<file path="src/rtl/sha256d_sequencer.sv">
// sha256d_sequencer
//
// Command sequencer for the windowed SHA-256 compression core. One START
// runs the complete double-SHA256 of an 80-byte block header with no outside
// help. The sequencer steps through a fixed 9-entry command list, performs the
// RDY handshake with the core for each command, steers the H-bank and
// message-window selects for the surrounding memories, and captures the final
// 256-bit digest.
//
// Ports
//   clk     in   1    clock; all state changes on the rising edge
//   rst_n   in   1    asynchronous active-low reset
//   start   in   1    start request, only looked at while idle
//   busy    out  1    high from an accepted start until done/err
//   done    out  1    one-cycle pulse; digest holds the new result
//   err     out  1    one-cycle pulse when the core misses the rdy timeout
//   cmd     out  8    command to the core
//   rdy     in   1    core ready/complete flag
//   res     in   256  core digest output
//   h_sel   out  2    H-bank base (0: H[0..7], 1: H[8..15])
//   h_we    out  1    H-bank write enable
//   m_sel   out  2    message window (0: M[0..15], 1: M[16..31], 2: M[32..47])
//   m_we    out  1    message write enable
//   step    out  4    current step index 0..8
//   digest  out  256  last captured digest
module sha256d_sequencer #(
   parameter logic [7:0]  CMD_IDLE_V   = 8'd0,
   parameter logic [7:0]  CMD_LOAD_H_V = 8'd1,
   parameter logic [7:0]  CMD_HASH_V   = 8'd2,
   parameter logic [7:0]  CMD_SUM_H_V  = 8'd3,
   parameter logic [7:0]  CMD_SUM_M_V  = 8'd4,
   parameter logic [7:0]  CMD_DIGEST_V = 8'd5,
   parameter logic [15:0] TIMEOUT      = 16'd200
) (
   input  logic         clk,
   input  logic         rst_n,
   input  logic         start,
   output logic         busy,
   output logic         done,
   output logic         err,
   output logic [7:0]   cmd,
   input  logic         rdy,
   input  logic [255:0] res,
   output logic [1:0]   h_sel,
   output logic         h_we,
   output logic [1:0]   m_sel,
   output logic         m_we,
   output logic [3:0]   step,
   output logic [255:0] digest
);

   localparam logic [3:0] LAST_STEP = 4'd8;

   typedef enum logic [2:0] {
      S_IDLE,
      S_ISSUE,
      S_WAIT,
      S_RELEASE,
      S_FIN,
      S_ERR
   } state_t;

   state_t         state;
   state_t         state_nxt;
   logic [3:0]     step_q;
   logic [3:0]     step_nxt;
   logic [15:0]    tmo_q;
   logic [15:0]    tmo_nxt;
   logic [15:0]    tmo_inc;
   logic [255:0]   digest_q;
   logic [255:0]   digest_nxt;

   // Registered state: FSM state, step index, rdy timeout counter and the
   // captured digest. A reset mid-run simply drops everything back to idle.
   always_ff @(posedge clk or negedge rst_n) begin
      if (!rst_n) begin
         state    <= S_IDLE;
         step_q   <= 4'd0;
         tmo_q    <= 16'd0;
         digest_q <= 256'd0;
      end else begin
         state    <= state_nxt;
         step_q   <= step_nxt;
         tmo_q    <= tmo_nxt;
         digest_q <= digest_nxt;
      end
   end

   // The timeout counter saturates so a stalled core can never wrap it back
   // below the limit.
   assign tmo_inc = (tmo_q == 16'hFFFF) ? tmo_q : tmo_q + 16'd1;

   // Next-state logic. rdy is only honoured in WAIT, so a core that still has
   // rdy high while a new command is being issued cannot complete it early.
   // RELEASE lasts until the core drops rdy, so every command is framed by
   // at least one idle cycle.
   always_comb begin
      state_nxt  = state;
      step_nxt   = step_q;
      tmo_nxt    = tmo_q;
      digest_nxt = digest_q;
      case (state)
         S_IDLE: begin
            if (start) begin
               state_nxt = S_ISSUE;
               step_nxt  = 4'd0;
            end
         end
         S_ISSUE: begin
            tmo_nxt   = 16'd0;
            state_nxt = S_WAIT;
         end
         S_WAIT: begin
            if (rdy) begin
               state_nxt = S_RELEASE;
               if (step_q == LAST_STEP) begin
                  digest_nxt = res;
               end
            end else begin
               tmo_nxt = tmo_inc;
               if (tmo_inc >= TIMEOUT) begin
                  state_nxt = S_ERR;
                  step_nxt  = 4'd0;
               end
            end
         end
         S_RELEASE: begin
            if (!rdy) begin
               if (step_q == LAST_STEP) begin
                  state_nxt = S_FIN;
                  step_nxt  = 4'd0;
               end else begin
                  state_nxt = S_ISSUE;
                  step_nxt  = step_q + 4'd1;
               end
            end
         end
         S_FIN: begin
            state_nxt = S_IDLE;
         end
         S_ERR: begin
            state_nxt = S_IDLE;
         end
         default: begin
            state_nxt = S_IDLE;
            step_nxt  = 4'd0;
         end
      endcase
   end

   // Output decode. The command, selects and write enables of a step are only
   // presented while that command is in flight (ISSUE and WAIT); everywhere
   // else the core sees the idle command and the memories see zero selects.
   always_comb begin
      cmd   = CMD_IDLE_V;
      h_sel = 2'd0;
      m_sel = 2'd0;
      h_we  = 1'b0;
      m_we  = 1'b0;
      if (state == S_ISSUE || state == S_WAIT) begin
         case (step_q)
            4'd0: cmd = CMD_LOAD_H_V;
            4'd1: cmd = CMD_HASH_V;
            4'd2: begin
               cmd   = CMD_SUM_H_V;
               h_sel = 2'd1;
               h_we  = 1'b1;
            end
            4'd3: begin
               cmd   = CMD_LOAD_H_V;
               h_sel = 2'd1;
            end
            4'd4: begin
               cmd   = CMD_HASH_V;
               m_sel = 2'd1;
            end
            4'd5: begin
               cmd   = CMD_SUM_M_V;
               h_sel = 2'd1;
               m_sel = 2'd2;
               m_we  = 1'b1;
            end
            4'd6: cmd = CMD_LOAD_H_V;
            4'd7: begin
               cmd   = CMD_HASH_V;
               m_sel = 2'd2;
            end
            4'd8: cmd = CMD_DIGEST_V;
            default: cmd = CMD_IDLE_V;
         endcase
      end
   end

   assign busy   = (state == S_ISSUE) || (state == S_WAIT) || (state == S_RELEASE);
   assign done   = (state == S_FIN);
   assign err    = (state == S_ERR);
   assign step   = step_q;
   assign digest = digest_q;

endmodule

</file>
<file path="config.mk">
export PLATFORM = sky130hd
export DESIGN_NAME = sha256d_sequencer
export DESIGN_NICKNAME = d
export VERILOG_FILES = /design/src/rtl/sha256d_sequencer.sv
export SDC_FILE = /design/constraint.sdc
export NUM_CORES = 1
export LEC_CHECK = 0
export ABC_AREA = 1
export CAP_MARGIN = 10
export CELL_PAD_IN_SITES_DETAIL_PLACEMENT = 1
export CELL_PAD_IN_SITES_GLOBAL_PLACEMENT = 2
export CORE_MARGIN = 5
export CORE_UTILIZATION = 27
export DETAILED_ROUTE_END_ITERATION = 7
export PLACE_DENSITY = 0.89
export SYNTH_ARGS = -nofsm -noshare
export SYNTH_HDL_FRONTEND = slang
export SYNTH_SLANG_ARGS = --single-unit
</file>
<file path="constraint.sdc">
create_clock -name clk -period 2.1 [get_ports clk]
set_input_delay 0.21 -clock clk [delete_from_list [all_inputs] [get_ports clk]]
set_output_delay 0.21 -clock clk [all_outputs]
set_load 0.05 [all_outputs]
</file>
==> run_results.csv <==
group,metric,value,unit
timing,relSlewSlack,56.5,%
logic_synthesis,synth_top_area_cell,"dfrtp_1",
logic_synthesis,synthDistinctLibCells,34,
min_path,min_path_type,"in2async",
logic_synthesis,ys_ff_latch,279,
critical_path,worst-setup-path-type,"reg2out",
die,die_h,224,um
timing,min_period_over_period,97.2,%
layout,drive_above_1_share,29.5,%
routing,drc,0,
timing,setup_viol,0,
global_route,first_global_vias,9844,
logic_synthesis,synthTopCellsByArea,"dfrtp_1 (57%), mux2_4 (29%), buf_6 (2.6%)",
layout,area_growth,61.1,%
global_route,antenna_found_initial,6,
logic_synthesis,netlist_instances,816,
layout,fin_util,44.0,%
cts,cts_tree,"built",
timing,fin_tns_setup,0,ns
critical_path,r2r-start,"state[1]",
layout,nFillCells,4695,
cts,insertion_delay,0.53,ns
timing,finalHoldViolations,0,
layout,final-seq-area,6990,sq um
critical_path,cpMaxStageDelayCell,"dfrtp_1",
cts,clock_path_buffers,3,
critical_path,required,1.89,ns
cts,cts_inserted_buffers,36,
cts,clkTransAtPathRegs,0.06,ns
routing,drt-initial-drc-count,373,
die,die-area,50100,sq um
routing,wl_per_cell,21.8,um
layout,postLayoutCellArea,19900,sq um
global_route,grt_first_pass_wirelength,64200,um
routing,dr.pass1.iters,4,
timing,fin_crit,2.04,ns
critical_path,cp_data_arrival_time,1.83,ns
cts,cts-root-buf,"clkbuf_16",
timing,worst_pin_slew,0.651,ns
placed_design,place_area,18400,sq um
die,dieWidth,224,um
pwr,leakagePower,9.80,nW
timing,slew_violations,0,
die,initial_core_util,27.3,%
global_route,grt_usage,16.5,%
layout,layout_common_cells,"clkdlybuf4s50_1 (508), dfrtp_1 (275), mux2_4 (240)",
routing,routed_wl,43900,um
layout,final_net_count,1653,
critical_path,worst_path_largest_cell_delay,0.43,ns
pwr,ir_drop,0.600,mV
critical_path,startpoint,"state[2]",
critical_path,crit_path_cell_trace,"buf_6 -> nor2_4 -> inv_2 -> nand2_4 -> buf_4 -> a31oi_1 -> inv_1 -> buf_12",
timing,skew,0.0267,ns
critical_path,cp-start-kind,"flop",
pwr,power.total,14.1,mW
die,io_pins,537,
timing,max_freq,490,MHz
die,coreArea,45300,sq um
die,rows,78,
timing,rsz0062_at_grt,"yes",
critical_path,cp-end-kind,"output port",
cts,cts_sinks,279,
routing,detail-route-antenna-nets,0,
layout,final_common_cell,"clkdlybuf4s50_1",
cts,cts_htree_levels,2,
placed_design,place_hpwl,32900,um
critical_path,cp_max_fo,4,
logic_synthesis,syn-cell-area,12400,sq um
logic_synthesis,yosys_warnings,0,
layout,multi_input_area,5030,sq um
logic_synthesis,yosysSeqAreaShare,56.5,%
outcome,status,"finished, final reports clean",
layout,finalNonFillerCells,2015,
routing,num_vias,8835,
placed_design,place.gp.congestion,0.813,
routing,viasPerCell,4.38,
pwr,p_per_area,709,nW/um^2
global_route,grt_overflow,0,
logic_synthesis,synth_top_area_share,56.5,%
flow_run,drv_cap,0,
logic_synthesis,syn_avg_cell_area,15.1,sq um
placed_design,placedCellCount,1939,
global_route,grt_max_degree,74,
placed_design,io_buffer_count,530,
-- per-stage QoR --
step	setup WS, ns	hold slack (ns)
2_1_floorplan	0.00193	-0.0856
5_1_grt	-0.0339	0.180
6_report	0.0591	0.158
3_3_place_gp	-0.0490	0.120
4_1_cts	-0.0796	0.137
3_5_place_dp	-0.0996	0.118
-- area by class of cell --
cell class,instances,area share (%)
clock buffers,47,5.10
flip-flops and latches,279,35.1
multi-input cells,462,25.3
well taps,600,3.77
diodes,3,0.0377
inverters,44,0.893
repair buffers,565,28.8
clock inverters,15,0.993
-- cells by family (layout without fill, tap and decap cells) --
group	after synthesis	after routing	synth area share, %
AO/OA/AOI/OAI	31	31	1.40
XOR/XNOR	4	4	0.284
adder cells (fa/ha/maj)	5	5	0.506
buffers and inverters	80	671	4.34
flip-flops	279	279	56.5
multiplexers	257	257	30.7
other	1	9	0.0304
AND/OR/NAND/NOR	159	159	6.21
-- path summary, 6_finish.rpt --
kind,endpoint,slack [ns],cells past startpoint
worst max register to register,digest[7],0.14,7
min in group clk,digest[57],0.29,2
worst min register to register,digest[247],0.51,1
worst min-delay path,digest[238],0.16,2
worst max-delay path,m_sel[1],0.06,8
max in group asynchronous,digest[190],1.19,3
-- per-layer routing --
metal  track usage [%]  vias to the layer above  routed length (um)
li1                  -                     3917                   -
met1              18.7                     4518               16700
met2              29.5                      318               22700
met3              5.36                       78                3130
met4              5.32                        4                1310
met5                 0                        -                  21
-- critical path, delay by kind of cell (launching register included) --
| family | cells | cell delay [ns] |
|---|---|---|
| buffers and inverters | 5 | 0.61 |
| DFF | 1 | 0.43 |
| AOI/OAI and AO/OA | 1 | 0.17 |
| and+or+nand+nor | 2 | 0.11 |
-- synthesized netlist by cell type, drive strengths merged --
cell and count:
inv 44, o21ai 14, a221oi 1, nand4 8, conb 1, nand3 22
nor3 3, nor2 45, buf 36, xor2 4, dfrtp 279, nor4b 1
a21oi 7, ha 5, nor4 2, a31oi 2, o22ai 6, mux2i 1
mux2 256, a21o 1, nand2 78
-- report_power, final --
group	internal, mW	switching [mW]	total, mW
logic	1.05	1.19	2.24
registers	5.45	0.0930	5.54
clock network	3.91	2.43	6.34
-- what timing repair did --
action,in CTS,in global routing
pin swaps,5,7
gates resized for setup,21,35
hold endpoints to repair,236,0
setup endpoints to repair,19,16
hold buffers,1,0
setup buffers,3,7
-- sequential cells by signal (all words and copies together), names as in the netlist --
signal  cells
step        4
tmo_q      16
state       3
digest    256
(Power assumes the default switching activity.)
